File: src/rtl/fp32_floor.sv
// Two-stage pipelined binary32 floor: z = largest integral float <= a.
// Define FP32_FLOOR_FLAGS_EN to add registered inexact/invalid outputs aligned with z.
module fp32_floor (
  input  logic        clk,
  input  logic        rst,
  input  logic [31:0] a,
  output logic [31:0] z
`ifdef FP32_FLOOR_FLAGS_EN
  ,
  output logic        inexact,
  output logic        invalid
`endif
);

  logic [31:0] a_q;

  always_ff @(posedge clk) begin
    if (rst) a_q <= '0;
    else     a_q <= a;
  end

  logic        s;
  logic [7:0]  e;
  logic [22:0] m;

  assign s = a_q[31];
  assign e = a_q[30:23];
  assign m = a_q[22:0];

  logic is_special;
  logic is_zero;
  logic is_small;
  logic is_integral;

  assign is_special  = (e == 8'hFF);
  assign is_zero     = (a_q[30:0] == 31'd0);
  assign is_small    = (e < 8'd127);
  assign is_integral = (e >= 8'd150);

  // k = 23 - E fractional bits; only meaningful when 127 <= e <= 149 (k = 1..23).
  logic [4:0]  k;
  logic [30:0] frac_mask;
  logic [30:0] trunc_mag;
  logic [30:0] unit_mag;
  logic        has_frac;

  assign k         = 5'(8'd150 - e);
  assign frac_mask = ~(31'h7FFF_FFFF << k);
  assign trunc_mag = a_q[30:0] & ~frac_mask;
  assign unit_mag  = 31'd1 << k;
  assign has_frac  = |(a_q[30:0] & frac_mask);

  logic [31:0] floor_d;

  always_comb begin
    floor_d = a_q;
    if (is_special) begin
      if (m != 23'd0) floor_d = a_q | 32'h0040_0000;
    end else if (is_zero) begin
      floor_d = a_q;
    end else if (is_small) begin
      floor_d = s ? 32'hBF80_0000 : 32'h0000_0000;
    end else if (is_integral) begin
      floor_d = a_q;
    end else if (s && has_frac) begin
      // Carry out of the mantissa lands in the exponent field, e.g. -1.5 -> -2.0.
      floor_d = {s, trunc_mag + unit_mag};
    end else begin
      floor_d = {s, trunc_mag};
    end
  end

  always_ff @(posedge clk) begin
    if (rst) z <= '0;
    else     z <= floor_d;
  end

`ifdef FP32_FLOOR_FLAGS_EN
  logic inexact_d;
  logic invalid_d;

  always_comb begin
    inexact_d = 1'b0;
    invalid_d = 1'b0;
    if (is_special) begin
      invalid_d = (m != 23'd0) && !m[22];
    end else if (!is_zero && !is_integral) begin
      inexact_d = is_small ? 1'b1 : has_frac;
    end
  end

  always_ff @(posedge clk) begin
    if (rst) begin
      inexact <= 1'b0;
      invalid <= 1'b0;
    end else begin
      inexact <= inexact_d;
      invalid <= invalid_d;
    end
  end
`endif

endmodule

File: config.mk
export PLATFORM = sky130hd
export DESIGN_NAME = fp32_floor
export DESIGN_NICKNAME = d
export VERILOG_FILES = /design/src/rtl/fp32_floor.sv
export SDC_FILE = /design/constraint.sdc
export NUM_CORES = 1
export LEC_CHECK = 0
export BUFFER_PORTS_ARGS = -buffer_cell sky130_fd_sc_hd__buf_2
export CORE_ASPECT_RATIO = 0.5
export CORE_UTILIZATION = 60
export DETAILED_ROUTE_END_ITERATION = 16
export HOLD_SLACK_MARGIN = 0.12
export PLACE_DENSITY = 0.9
export SKIP_CTS_REPAIR_TIMING = 1
export SYNTH_ARGS = -nofsm -noshare
export SYNTH_HDL_FRONTEND = slang
export SYNTH_SLANG_ARGS = --single-unit
File: constraint.sdc
create_clock -name clk -period 4.9 [get_ports clk]
set_input_delay 0.735 -clock clk [delete_from_list [all_inputs] [get_ports clk]]
set_output_delay 0.735 -clock clk [all_outputs]
set_load 0.05 [all_outputs]
# ---- Word-level counts from Yosys, hierarchy flattened
# Cells that the tools add are included.
dict set report totals {
  regBits 64
  word_cells 24
}
dict set report classes {
  addsub 2
  n_lt_le_gt_ge 2
  eq_ne 1
  shift 2
  mux 7
  n_bitwise 4
  n_reduce_logical 4
}
# cell n
set ops {}
lappend ops {{two-way mux 32 bit} 4}
lappend ops {{bitwise AND 31 bit} 2}
lappend ops {{two-way mux 31 bit} 2}
lappend ops {{NOT 31 bit} 2}
lappend ops {{adder 31 bit} 1}
lappend ops {{logical NOT 31 bit} 1}
lappend ops {{OR reduction 31 bit} 1}
lappend ops {{left shift 1 x 5 -> 31 bit (first input constant)} 1}
lappend ops {{left shift 31 x 5 -> 31 bit (first input constant)} 1}
lappend ops {{two-way mux 23 bit} 1}
lappend ops {{nonzero test 23 bit} 1}
lappend ops {{== test 8 bit (second input constant)} 1}
lappend ops {{>= comparator 8 bit (second input constant)} 1}
lappend ops {{< comparator 8 x 7 -> 1 bit (second input constant)} 1}
lappend ops {{subtractor 5 bit (first input constant)} 1}
lappend ops {{logical AND 1 bit} 1}

# ---- Logic depth before layout (Yosys ltp)
dict set report logic_depth {
  ltp_word 11
  depth_mapped 20
}

# ---- Least setup slack after synthesis
# Ideal clock, no wire load.
dict set report synth_timing {
  kind {register -> register}
  startpoint {register a_q[23]}
  endpoint {register z[19]}
  setup_ns 0.132
  t_arrival_ns 4.181
  setup_slack_ns 0.586
  stages_incl_launch_ff 21
  period_less_slack_ns 4.314
  path_cell_list {dfxtp_1 > ha_1 > and3b_1 > o221a_2 > or2_2 > clkbuf_1 > clkbuf_1 > nand3_1 > inv_1 > ha_1 > and4b_1 > a211oi_1 > nor2_1 > a311oi_1 > nor4_2 > o31a_2 > a31oi_4 > nor2_1 > o21a_1 > o311ai_0 > a21oi_1}
}
dict set report synth_between {
  elab_chain_len 11
  word_cells_on_any_way 19
}
# element line
set synth_rtl {}
lappend synth_rtl {{start, declared} 15} ;# logic [31:0] a_q;
lappend synth_rtl {{start signal, assigned} 18} ;# if (rst) a_q <= '0;
lappend synth_rtl {{start signal, assigned} 19} ;# else a_q <= a;
lappend synth_rtl {{subtractor 5 bit} 47} ;# assign k = 5'(8'd150 - e);
lappend synth_rtl {{left shift 31 x 5 -> 31 bit} 48} ;# assign frac_mask = ~(31'h7FFF_FFFF << k);
lappend synth_rtl {{NOT 31 bit} 48}
lappend synth_rtl {{NOT 31 bit / bitwise AND 31 bit (equally long branches)} {49, 51}}
lappend synth_rtl {{bitwise AND 31 bit / OR reduction 31 bit (equally long branches)} {49, 51}}
lappend synth_rtl {{adder 31 bit / logical AND 1 bit (equally long branches)} {67, 65}}
lappend synth_rtl {{two-way mux 31 bit} 65} ;# end else if (s && has_frac) begin
lappend synth_rtl {{two-way mux 31 bit} 63} ;# end else if (is_integral) begin
lappend synth_rtl {{two-way mux 32 bit} 61} ;# end else if (is_small) begin
lappend synth_rtl {{two-way mux 32 bit} 59} ;# end else if (is_zero) begin
lappend synth_rtl {{two-way mux 32 bit *} 57} ;# if (is_special) begin
lappend synth_rtl {{end signal, assigned} 75} ;# else z <= floor_d;
lappend synth_rtl {{end, declared} 7} ;# output logic [31:0] z
# Every way passes the cells marked *; elsewhere a longest branch is shown, timed or not.
# A chain may end at the register's enable or synchronous reset.

# ---- Worst setup path in the final report
dict set report layout_timing {
  startpoint {register a_q[23]}
  endpoint {register z[27]}
}
# Same word-level chain as after synthesis.

==> run metrics <==
status completed; Combinational Power Share 23.4%; FF-to-FF Start a_q[23]$_SDFF_PP0_; most frequent cells in the layout nor2_1, nand2_1, buf_2; fraction of registers with async set or reset after synthesis 0%; final setup fails 0; I/O pin count 66; post-synth cell types 77; number of global-route vias before repair 5658; VDD IR-drop max 0.1792 mV; Routed WL 18.90 mm; 1st-iter DRT viols 1017; port buffer count 65; worst path cell trace ha_1 > a21oi_1 > xor2_1 > o21ai_0 > and2_1 > ha_1 > a21o_1 > nand2_1 > nand2_1 > a21o_1 > a311oi_1 > o21bai_1 > o21bai_1 > xor2_1 > a211oi_1 > o21ai_0; Die Y 70.49 µm; slew margin rel. 34.77%; critical path type register to register; crit path capture type register; HP Class register to register; final clock skew 5.412 ps; core footprint 8889 µm²; CP Max Fanout 11; Skew-Pair Late Insertion Delay 350 ps; most common cell after layout, fill and taps aside nor2_1; Clock Tree Root clkbuf_16; total gr overflow 0; RSZ-0062 raised after global routing false; Main synth FF type dfxtp_1; average wire per standard cell 19.98 µm; overall global routing resource usage 39.58%; syn avg cell area 7.425 µm²; die area 9795 µm²; final worst slack 264.8 ps; Via density 6.557; largest net degree at the start of global routing 39; Setup TNS Final 0 ps; max incr delay on CP 810 ps; row cnt 24; Num CTS Buffers 9; maxcap violations 0; Worst EP required 5130 ps; initial antenna violation count 0; Lkg Pwr 0.002911 µW; DIE WIDTH 139.0 µm; Sequential Power Share 35.5%; Clock transition at path regs 50 ps; critical path's top delay family compound AO/OA/AOI/OAI gates; Seq cells post-synth 64; CP Launch Point a_q[23]$_SDFF_PP0_; clk buf depth 2; Sw Ratio 31.81%; htree depth 3; Power Dens Cells 247.5 nW/µm²; CTS tree built; Area Overhead vs Synth 15.18%; Sink Count 64; Clk pwr share 41.1%; Starting Density 63.32%; Place WS 291.7 ps; CP startpoint kind register; Crit-path slowest cell xor2_1; placed wire-length estimate 14.06 mm; Final #Nets 895; Critical Path AT 4860 ps; Vias 6203; fmax 0.2157 GHz; first-pass GRT wire length 29.83 mm; antenna cells 0; DP Cell Count 930; Tcrit/Tclk final 94.60%; Net Count, Synth 829; Synth Warn # 0; layout cells sized above 1 17.13%; GPL Wtd Cong 1.065; Final Hold Slack 535.9 ps; final slew viol count 0; Cells after Synth 758; min-delay src a_q[7]$_SDFF_PP0_; DR pass1 iterations 13; Final Hold Viols 0; Post-synth EDFFs 0; sequential element share of the synthesized area 22.77%; P_int 1094 µW; CP bufs+invs 0; Final ANT Viol Nets 0; Mapped Area 5628 µm²; measured slew at the worst slew-check pin 975.1 ps; post-route minimum period 4635 ps; DRC 0; sw power 510.2 µW; final std cells w/o fill 946
[kinds of logic after synthesis]
logic type	Yosys count	share of synthesized area, %
AOI/OAI and AO/OA	227	27.03
xor gates and xnor gates	29	4.980
adders and majority gates	37	8.359
buffers and inverters	67	4.935
DFF	64	22.77
muxes	19	3.513
and+or+nand+nor	315	28.41
[registers in the layout, summed over array words and instances (netlist names)]
register and flops:
z 32, a_q 32
[metal layers]
| layer | part of all wire [%] | vias up | global-route usage [%] |
|---|---|---|---|
| met3 | 16 | 72 | 15.16 |
| met1 | 42 | 2816 | 54.49 |
| met4 | 3.2 | 0 | 13.70 |
| met5 | 0 | - | 0 |
| li1 | - | 2856 | - |
| met2 | 39 | 459 | 55.61 |
[metrics by stage]
step | util, % | area (µm²) | total power, µW
after floorplan | - | 5628 | 813.5
after global placement | 69.47 | 6175 | 930.4
after detailed placement | 69.47 | 6175 | 934.5
after CTS | 72.85 | 6475 | 1586
after global routing | 72.93 | 6482 | 1656
final | 72.93 | 6482 | 1604
[power groups by stage]
stage	logic [µW]	registers, µW	clock network (µW)
finish	375	570	660
global route	396	572	688
CTS	360	568	658
detailed placement	356	579	0
global placement	352	579	0
floorplan	218	596	0
[cells in the mapped netlist, types with 6 or more instances]
cell	n	area share, %
nor2_1	90	6.0
nand2_1	65	4.3
dfxtp_1	64	23
a21oi_1	61	5.4
o21ai_0	50	4.4
nor2b_1	42	4.7
ha_1	36	8.0
clkbuf_1	30	2.0
inv_1	22	1.5
nand3_1	21	1.9
nand2b_1	18	2.0
and2_1	16	1.8
xor2_1	16	2.5
a21o_1	14	1.9
a31oi_1	14	1.6
mux2i_1	13	2.3
nor3_1	13	1.2
a22oi_1	11	1.5
xnor2_1	11	1.7
buf_2	9	0.80
and3_1	8	0.89
o21a_1	8	1.1
o211ai_1	7	0.93
or4_1	7	0.93
a211oi_1	6	0.80
a21boi_0	6	0.80
mux2_2	6	1.2
nand4_1	6	0.67
[worst reg2reg max path, cell delays in order, from the launching register on]
cell and delay [ps]:
dfxtp_1 310, ha_1 280, a21oi_1 380, xor2_1 810
o21ai_0 250, and2_1 250, ha_1 400, a21o_1 220
nand2_1 180, nand2_1 80, a21o_1 210, a311oi_1 380
o21bai_1 100, o21bai_1 180, xor2_1 170, a211oi_1 220
o21ai_0 110
[cell type report]
cell class | instances | area (µm²)
inverters | 23 | 86.33
well taps | 117 | 146.4
flip-flops and latches | 64 | 1282
clock inverters | 3 | 40.04
repair buffers | 99 | 580.6
multi-input cells | 627 | 4086
clock buffers | 13 | 260.3
fillers | 711 | 2406
[final timing paths]
kind	to	slack [ps]	depth (start not counted)
setup / recovery	z[27]$_SDFF_PP0_	260	16
hold / removal	z[7]$_SDFF_PP0_	540	2
setup reg to reg	z[27]$_SDFF_PP0_	260	16
hold reg to reg	z[7]$_SDFF_PP0_	540	2
No activity file was read; power rests on OpenSTA's default activity.
